### src/rtl/mem_arb_pkg.sv
// Shared definitions for the memory arbiter slice.
// Holds the response-owner encoding and the default bus widths used by
// mem_arbiter and its starvation-guard sub-module.
package mem_arb_pkg;

  // Default memory word-address and data widths.
  localparam int unsigned ADDR_W_DEF     = 16;
  localparam int unsigned DATA_W_DEF     = 32;
  // Default number of back-to-back contested data grants before fetch is forced.
  localparam int unsigned STARVE_MAX_DEF = 4;

  // Which requester owns the read data returning from memory next cycle.
  typedef enum logic [1:0] {
    OWN_NONE   = 2'd0,
    OWN_IFETCH = 2'd1,
    OWN_DATA   = 2'd2
  } owner_e;

endpackage : mem_arb_pkg

### src/rtl/mem_arb_starve.sv
// Starvation guard for the fetch port of mem_arbiter.
// Counts consecutive cycles in which data was granted while fetch was also
// requesting, saturating at STARVE_MAX. When the count is at STARVE_MAX the
// force-fetch output tells the arbiter to let fetch through on contention.
//
// Ports:
//   clk            system clock
//   rst            synchronous active-high reset
//   i_req          fetch request
//   i_gnt          fetch granted this cycle
//   d_gnt          data granted this cycle
//   force_fetch_c  combinational: fetch must win any contention this cycle
module mem_arb_starve
  import mem_arb_pkg::*;
#(
  parameter int unsigned STARVE_MAX = STARVE_MAX_DEF
) (
  input  logic clk,
  input  logic rst,
  input  logic i_req,
  input  logic i_gnt,
  input  logic d_gnt,
  output logic force_fetch_c
);

  localparam int unsigned CNT_W = $clog2(STARVE_MAX + 1);

  logic [CNT_W-1:0] starve_q;
  logic [CNT_W-1:0] starve_d;

  // Next count: clear when fetch is idle or served, else bump on a contested data grant.
  always_comb begin
    starve_d = starve_q;
    if (!i_req || i_gnt) begin
      starve_d = '0;
    end else if (d_gnt && (starve_q != CNT_W'(STARVE_MAX))) begin
      starve_d = starve_q + CNT_W'(1);
    end
  end

  // Counter register.
  always_ff @(posedge clk) begin
    if (rst) begin
      starve_q <= '0;
    end else begin
      starve_q <= starve_d;
    end
  end

  // Fetch wins once the data port has had its full run of contested grants.
  assign force_fetch_c = (starve_q == CNT_W'(STARVE_MAX));

endmodule : mem_arb_starve

### src/rtl/mem_arbiter.sv
// Two-port to one-port arbiter for the unified instruction/data memory.
// Each cycle at most one of the fetch and load/store ports is granted and its
// command is forwarded to memory in the same cycle. A one-entry owner register
// remembers whose read is in flight so the 1-cycle-latency read data can be
// flagged valid on the right port. Data normally has priority over fetch.
//
// Build option:
//   MEM_ARB_STARVE_GUARD_EN  when defined, a saturating counter forces a fetch
//                            grant after STARVE_MAX consecutive contested data
//                            grants; when undefined, data strictly wins.
//
// Ports:
//   clk, rst                  clock, synchronous active-high reset
//   i_req/i_addr              fetch request and word address
//   i_gnt                     fetch granted (combinational)
//   i_rvalid/i_rdata          fetch read response
//   d_req/d_we/d_addr/
//   d_wdata/d_wstrb           load/store request and command
//   d_gnt                     data granted (combinational)
//   d_rvalid/d_rdata          load read response
//   m_en/m_we/m_addr/
//   m_wdata/m_wstrb           memory command (combinational)
//   m_rdata                   memory read data, valid the cycle after a read
module mem_arbiter
  import mem_arb_pkg::*;
#(
  parameter int unsigned ADDR_W     = ADDR_W_DEF,
  parameter int unsigned DATA_W     = DATA_W_DEF,
  parameter int unsigned STARVE_MAX = STARVE_MAX_DEF
) (
  input  logic                clk,
  input  logic                rst,
  // fetch port
  input  logic                i_req,
  input  logic [ADDR_W-1:0]   i_addr,
  output logic                i_gnt,
  output logic                i_rvalid,
  output logic [DATA_W-1:0]   i_rdata,
  // load/store port
  input  logic                d_req,
  input  logic                d_we,
  input  logic [ADDR_W-1:0]   d_addr,
  input  logic [DATA_W-1:0]   d_wdata,
  input  logic [DATA_W/8-1:0] d_wstrb,
  output logic                d_gnt,
  output logic                d_rvalid,
  output logic [DATA_W-1:0]   d_rdata,
  // memory port
  output logic                m_en,
  output logic                m_we,
  output logic [ADDR_W-1:0]   m_addr,
  output logic [DATA_W-1:0]   m_wdata,
  output logic [DATA_W/8-1:0] m_wstrb,
  input  logic [DATA_W-1:0]   m_rdata
);

  owner_e owner_q;
  owner_e owner_d;
  logic   force_fetch_c;

`ifdef MEM_ARB_STARVE_GUARD_EN
  // Fetch starvation guard.
  mem_arb_starve #(
    .STARVE_MAX (STARVE_MAX)
  ) u_starve (
    .clk           (clk),
    .rst           (rst),
    .i_req         (i_req),
    .i_gnt         (i_gnt),
    .d_gnt         (d_gnt),
    .force_fetch_c (force_fetch_c)
  );
`else
  // Strict data-over-fetch priority; the threshold has no effect here.
  logic [31:0] unused_starve_max;
  assign unused_starve_max = 32'(STARVE_MAX);
  assign force_fetch_c     = 1'b0;
`endif

  // Grant selection, memory command mux and next response owner.
  // Everything is held at zero while rst is high.
  always_comb begin
    i_gnt   = 1'b0;
    d_gnt   = 1'b0;
    m_en    = 1'b0;
    m_we    = 1'b0;
    m_addr  = '0;
    m_wdata = '0;
    m_wstrb = '0;
    owner_d = OWN_NONE;
    if (!rst) begin
      if (i_req && (!d_req || force_fetch_c)) begin
        i_gnt = 1'b1;
      end else if (d_req) begin
        d_gnt = 1'b1;
      end

      if (i_gnt) begin
        m_en    = 1'b1;
        m_addr  = i_addr;
        owner_d = OWN_IFETCH;
      end else if (d_gnt) begin
        m_en    = 1'b1;
        m_we    = d_we;
        m_addr  = d_addr;
        m_wdata = d_wdata;
        m_wstrb = d_wstrb;
        // Stores finish at grant; only loads expect returning data.
        owner_d = d_we ? OWN_NONE : OWN_DATA;
      end
    end
  end

  // Response owner register.
  always_ff @(posedge clk) begin
    if (rst) begin
      owner_q <= OWN_NONE;
    end else begin
      owner_q <= owner_d;
    end
  end

  // Gating with rst drops a response that was in flight when reset arrived.
  assign i_rvalid = !rst && (owner_q == OWN_IFETCH);
  assign d_rvalid = !rst && (owner_q == OWN_DATA);
  assign i_rdata  = m_rdata;
  assign d_rdata  = m_rdata;

endmodule : mem_arbiter

### config.mk
export PLATFORM = sky130hd
export DESIGN_NAME = mem_arbiter
export DESIGN_NICKNAME = d
export VERILOG_FILES = /design/src/rtl/mem_arb_pkg.sv /design/src/rtl/mem_arb_starve.sv /design/src/rtl/mem_arbiter.sv
export SDC_FILE = /design/constraint.sdc
export NUM_CORES = 1
export LEC_CHECK = 0
export CORE_AREA = 2 2 88 90
export DETAILED_ROUTE_END_ITERATION = 6
export DIE_AREA = 0 0 90 92
export PLACE_DENSITY = 0.82
export SETUP_SLACK_MARGIN = 0.1
export SLEW_MARGIN = 0
export SYNTH_ARGS = -nofsm -noshare
export SYNTH_HDL_FRONTEND = slang
export SYNTH_SLANG_ARGS = --single-unit
### constraint.sdc
create_clock -name clk -period 1.45 [get_ports clk]
set_input_delay 0.435 -clock clk [delete_from_list [all_inputs] [get_ports clk]]
set_output_delay 0.435 -clock clk [all_outputs]
set_load 0.005 [all_outputs]
Yosys cells after proc, flatten, opt, wreduce, memory -nomap -nowiden
Cells that the tools add are included.

Output and inout port bits: 122. Bits of input ports: 105. Register bits: 2.

Muxes and demuxes: 25. Equality and inequality tests: 2. Reduce and logical (&&, ||, !) cells: 6. Bitwise operators: 1.

Operators by type and width (number): $mux 32 (3); $mux 16 (3); $mux 1 (15); $mux 4 (3); $logic_and 1x1->1 (3); $reduce_or 3->1 (1); $eq 2x1->1 const B (1); $eq 2x2->1 const B (1); $logic_not 1->1 (2); $mux 2 (1); $not 1->1 (1).

Logic depth before layout (Yosys ltp)
Depth in word-level cells: 7. Mapped depth: 4.

Least setup slack after synthesis
OpenSTA, ideal clock, no wires.

Path type: in2out. Start: input i_req. End: output m_addr[10]. Stages on the path: 4. Data arrival time: 1.053 ns. Data required time: 1.015 ns. Slack: -0.038 ns. Cell sequence: nor2b_1 buf_6 buf_6 a32o_1.

Cells in the longest elaborated chain, start to end: 6. Elaborated cells on any way between the ends: 8. Those cells by class: mux (7); reduce/logical (1).

Ends and longest elaborated chain: start, declared (line mem_arbiter.sv:34) `input logic i_req,`; $logic_and 1x1->1 (*) (line mem_arbiter.sv:92) `if (i_req && (!d_req || force_fetch_c)) begin`; $mux 1 (line mem_arbiter.sv:92); $mux 1 (line mem_arbiter.sv:91) `if (!rst) begin`; $mux 16 (line mem_arbiter.sv:102) `end else if (d_gnt) begin`; $mux 16 (*) (line mem_arbiter.sv:98) `if (i_gnt) begin`; $mux 16 (*) (line mem_arbiter.sv:91); end, declared (line mem_arbiter.sv:51) `output logic [ADDR_W-1:0] m_addr,`.

Mark *: on every way between the ends. The rest lies on a longest branch, timed or not. The select of a mux whose other input is x is not followed.

Worst setup path after layout
Start: input d_req. End: output m_addr[11].

Cells in the longest elaborated chain, start to end: 7. Elaborated cells on any way between the ends: 10. Those cells by class: mux (8); reduce/logical (2).

Ends and longest elaborated chain: start, declared (line mem_arbiter.sv:40) `input logic d_req,`; $logic_not 1->1 (line mem_arbiter.sv:92); $logic_and 1x1->1 (line mem_arbiter.sv:92); $mux 1 (line mem_arbiter.sv:92); $mux 1 (line mem_arbiter.sv:91); $mux 16 (line mem_arbiter.sv:102); $mux 16 (*) (line mem_arbiter.sv:98); $mux 16 (*) (line mem_arbiter.sv:91).

Marks and branches as above.

==> out/qor.yml <==
sta:
  maxSlewViolCount: 0
  finalCritPeriodShare_pct: 131
  timing.hold.ws_ns: 0.794
  layout_setup_ws_ns: -0.443
  rsz0062_at_grt: "true"
  worst_pin_slew_ns: 0.124
  finalHoldViolCount: 0
  final.min_clock_period_ns: 1.89
  maxSlewHeadroom_pct: 91.7
  finalSetupViolCount: 57
  max_freq_ghz: 0.528
global_route:
  antenna_found_initial: 0
  grt_usage_pct: 12.0
  grt_max_degree: 18
  grt_overflow_total: 0
  grt_pass1_vias: 1472
  grt_pass1_wl_um: 7920
power:
  peakVddDrop_mv: 0.116
  power_uw: 919
  leakage_uw: 0.00116
  p_per_area_nw_per_um2: 363
setup_path:
  crit_path_max_incr_delay_ns: 0.20
  cp_cell_sequence: "buf_6 > nor2b_4 > buf_6 > buf_6 > buf_6 > buf_6 > a32o_1 > buf_2"
  cpMostUsedCell: "buf_6"
  cp.arrival_ns: 1.46
  start_kind: "input port"
  crit_fanout: 6
  crit_type: "input port to primary output"
  cp_top_family: "buffers and inverters"
  critical_path.slowest_cell: "a32o_1"
  required_ns: 1.02
  critPathCaptureType: "primary output"
  cp_num_buf_inv: 6
synth:
  synth_top_family_by_area: "buffers and inverters"
  yosysUniqueCellTypes: 13
  synth_fa_ha_area_share_pct: 0
  syn_nets: 245
  yosysSeqAreaShare_pct: 3.75
  ys_top_cells_by_area: "buf_4 47%, and2_1 23%, a32o_1 14%"
  synth_xor_area_share_pct: 0
  yosys-mux-area-fraction_pct: 0
  synth-simple-area-share_pct: 28.0
  synth_compound_area_share_pct: 14.5
  synth_top_area_share_pct: 47.1
  ys_ff_latch: 2
  syn_avg_cell_area_um2: 7.63
  synth.cell_area_um2: 1070
  yosysWarnings: 0
  synth_top_area_cell: "buf_4"
  synth_cells: 140
placed_design:
  hpwl_um: 3110
  post-place-ws_ns: -1.03
  place.gp.congestion: 0.696
  place_inst: 308
  port_buffers: 130
floorplan:
  die_area_um2: 8280
  start_util_pct: 14.3
  core_um2: 7450
  fp-row-count: 32
  die_y_um: 92
  fp.dieW_um: 90
  io-pin-count: 227
cts:
  cts_buffers: 3
  ctsLongestPathBuffers: 2
  htreeDepth: 1
  hold_buffers: 0
  numClockSinks: 2
  clkSlewWorstSetupHoldPaths_ns: 0.03
  cts_tree: "built"
  cts-root-buf: "clkbuf_8"
final_layout:
  largest_reg_flops: 2
  drive_above_1_share_pct: 61.4
  area_growth_pct: 137
  layout.nets: 343
  finalNonFillerCells: 338
  n_antenna_cell: 0
  top_register: "owner_q"
  top_regs: "owner_q (2)"
  fill_cells: 762
detailed_routing:
  postRouteAntennaNets: 0
  vias: 1254
  drc_errors: 0
  dr.pass1.iters: 2
  wl_per_cell_um: 15.0
  via_per_inst: 3.71
  drt-total-wl_um: 5080
  drtIter0Drc: 23
min_path:
  hold_path_class: "input port to flip-flop"
run_status:
  violations: "negative setup slack"
  outcome: "complete, but fails checks"
flow_run:
  drv_cap: 0
[per-layer routing]
metal	vias to the layer above	global-route usage (%)	wire length (µm)	part of all wire, %
met4	0	4.87	70	1.4
met5	-	0	0	0
met1	555	11.2	1610	32
li1	592	-	-	-
met2	93	24.9	2960	58
met3	14	2.71	439	8.6
[where the power goes]
group / internal (µW) / switching [µW]
sequential: 57.8 / 1.34
combinational: 463 / 181
clock: 175 / 40.0
total: 696 / 223
[cells by family after synthesis]
family                 after synthesis
buffers and inverters               74
AND/OR/NAND/NOR                     48
AO/OA/AOI/OAI                       16
flip-flops                           2
[layout by cell type, fill, tap and decap left out, types with 2 or more instances in the layout]
cell type,instances
and2_4,38
nor2b_4,2
buf_2,19
clkbuf_8,3
buf_8,3
nor3b_2,2
buf_16,5
clkbuf_2,6
a32o_1,14
dlygate4sd2_1,2
buf_12,6
buf_4,8
buf_6,50
clkdlybuf4s50_1,67
dfxtp_1,2
[cell usage after synthesis (all sizes together)]
master and count:
a21oi 1, a32o 15, nand3b 1, dfxtp 2, and2 39, nor3b 2
nor2 2, buf 73, nand2 1, inv 1, nor2b 3
[through the flow]
stage,setup TNS [ns],cell area [µm²],utilization (%)
floorplan,-0.0778,1180,-
global placement,-53.91,2140,28.7
detailed placement,-57.88,2140,28.7
CTS,-17.50,2600,34.9
global route,-19.42,2530,34.0
finish,-17.82,2530,34.0
[cell type report]
cell class / count / area [µm²] / area share [%]
Multi-Input combinational cell: 64 / 583 / 23.0
Sequential cell: 2 / 40.0 / 1.58
Inverter: 1 / 3.75 / 0.148
Timing Repair Buffer: 166 / 1740 / 68.6
Tap cell: 102 / 128 / 5.03
Clock buffer: 3 / 41.3 / 1.63
[path summary, 6_finish.rpt]
check,start,end,cells past startpoint
worst max-delay path,d_req,m_addr[11],8
worst min-delay path,rst,owner_q[0]$_SDFF_PP0_,5
[what timing repair did]
item                       4_1_cts  5_1_grt
setup endpoints to repair       59       58
cloned                           8        0
setup buffers                   18        5
gates resized for setup        292       18
pin swaps                       15        4
[worst min-delay path, cell delays in order]
cell and delay (ns):
buf_8 0.09, buf_6 0.09, inv_1 0.05, buf_12 0.15, and2_1 0.13
Power figures use the tool's default switching activity.
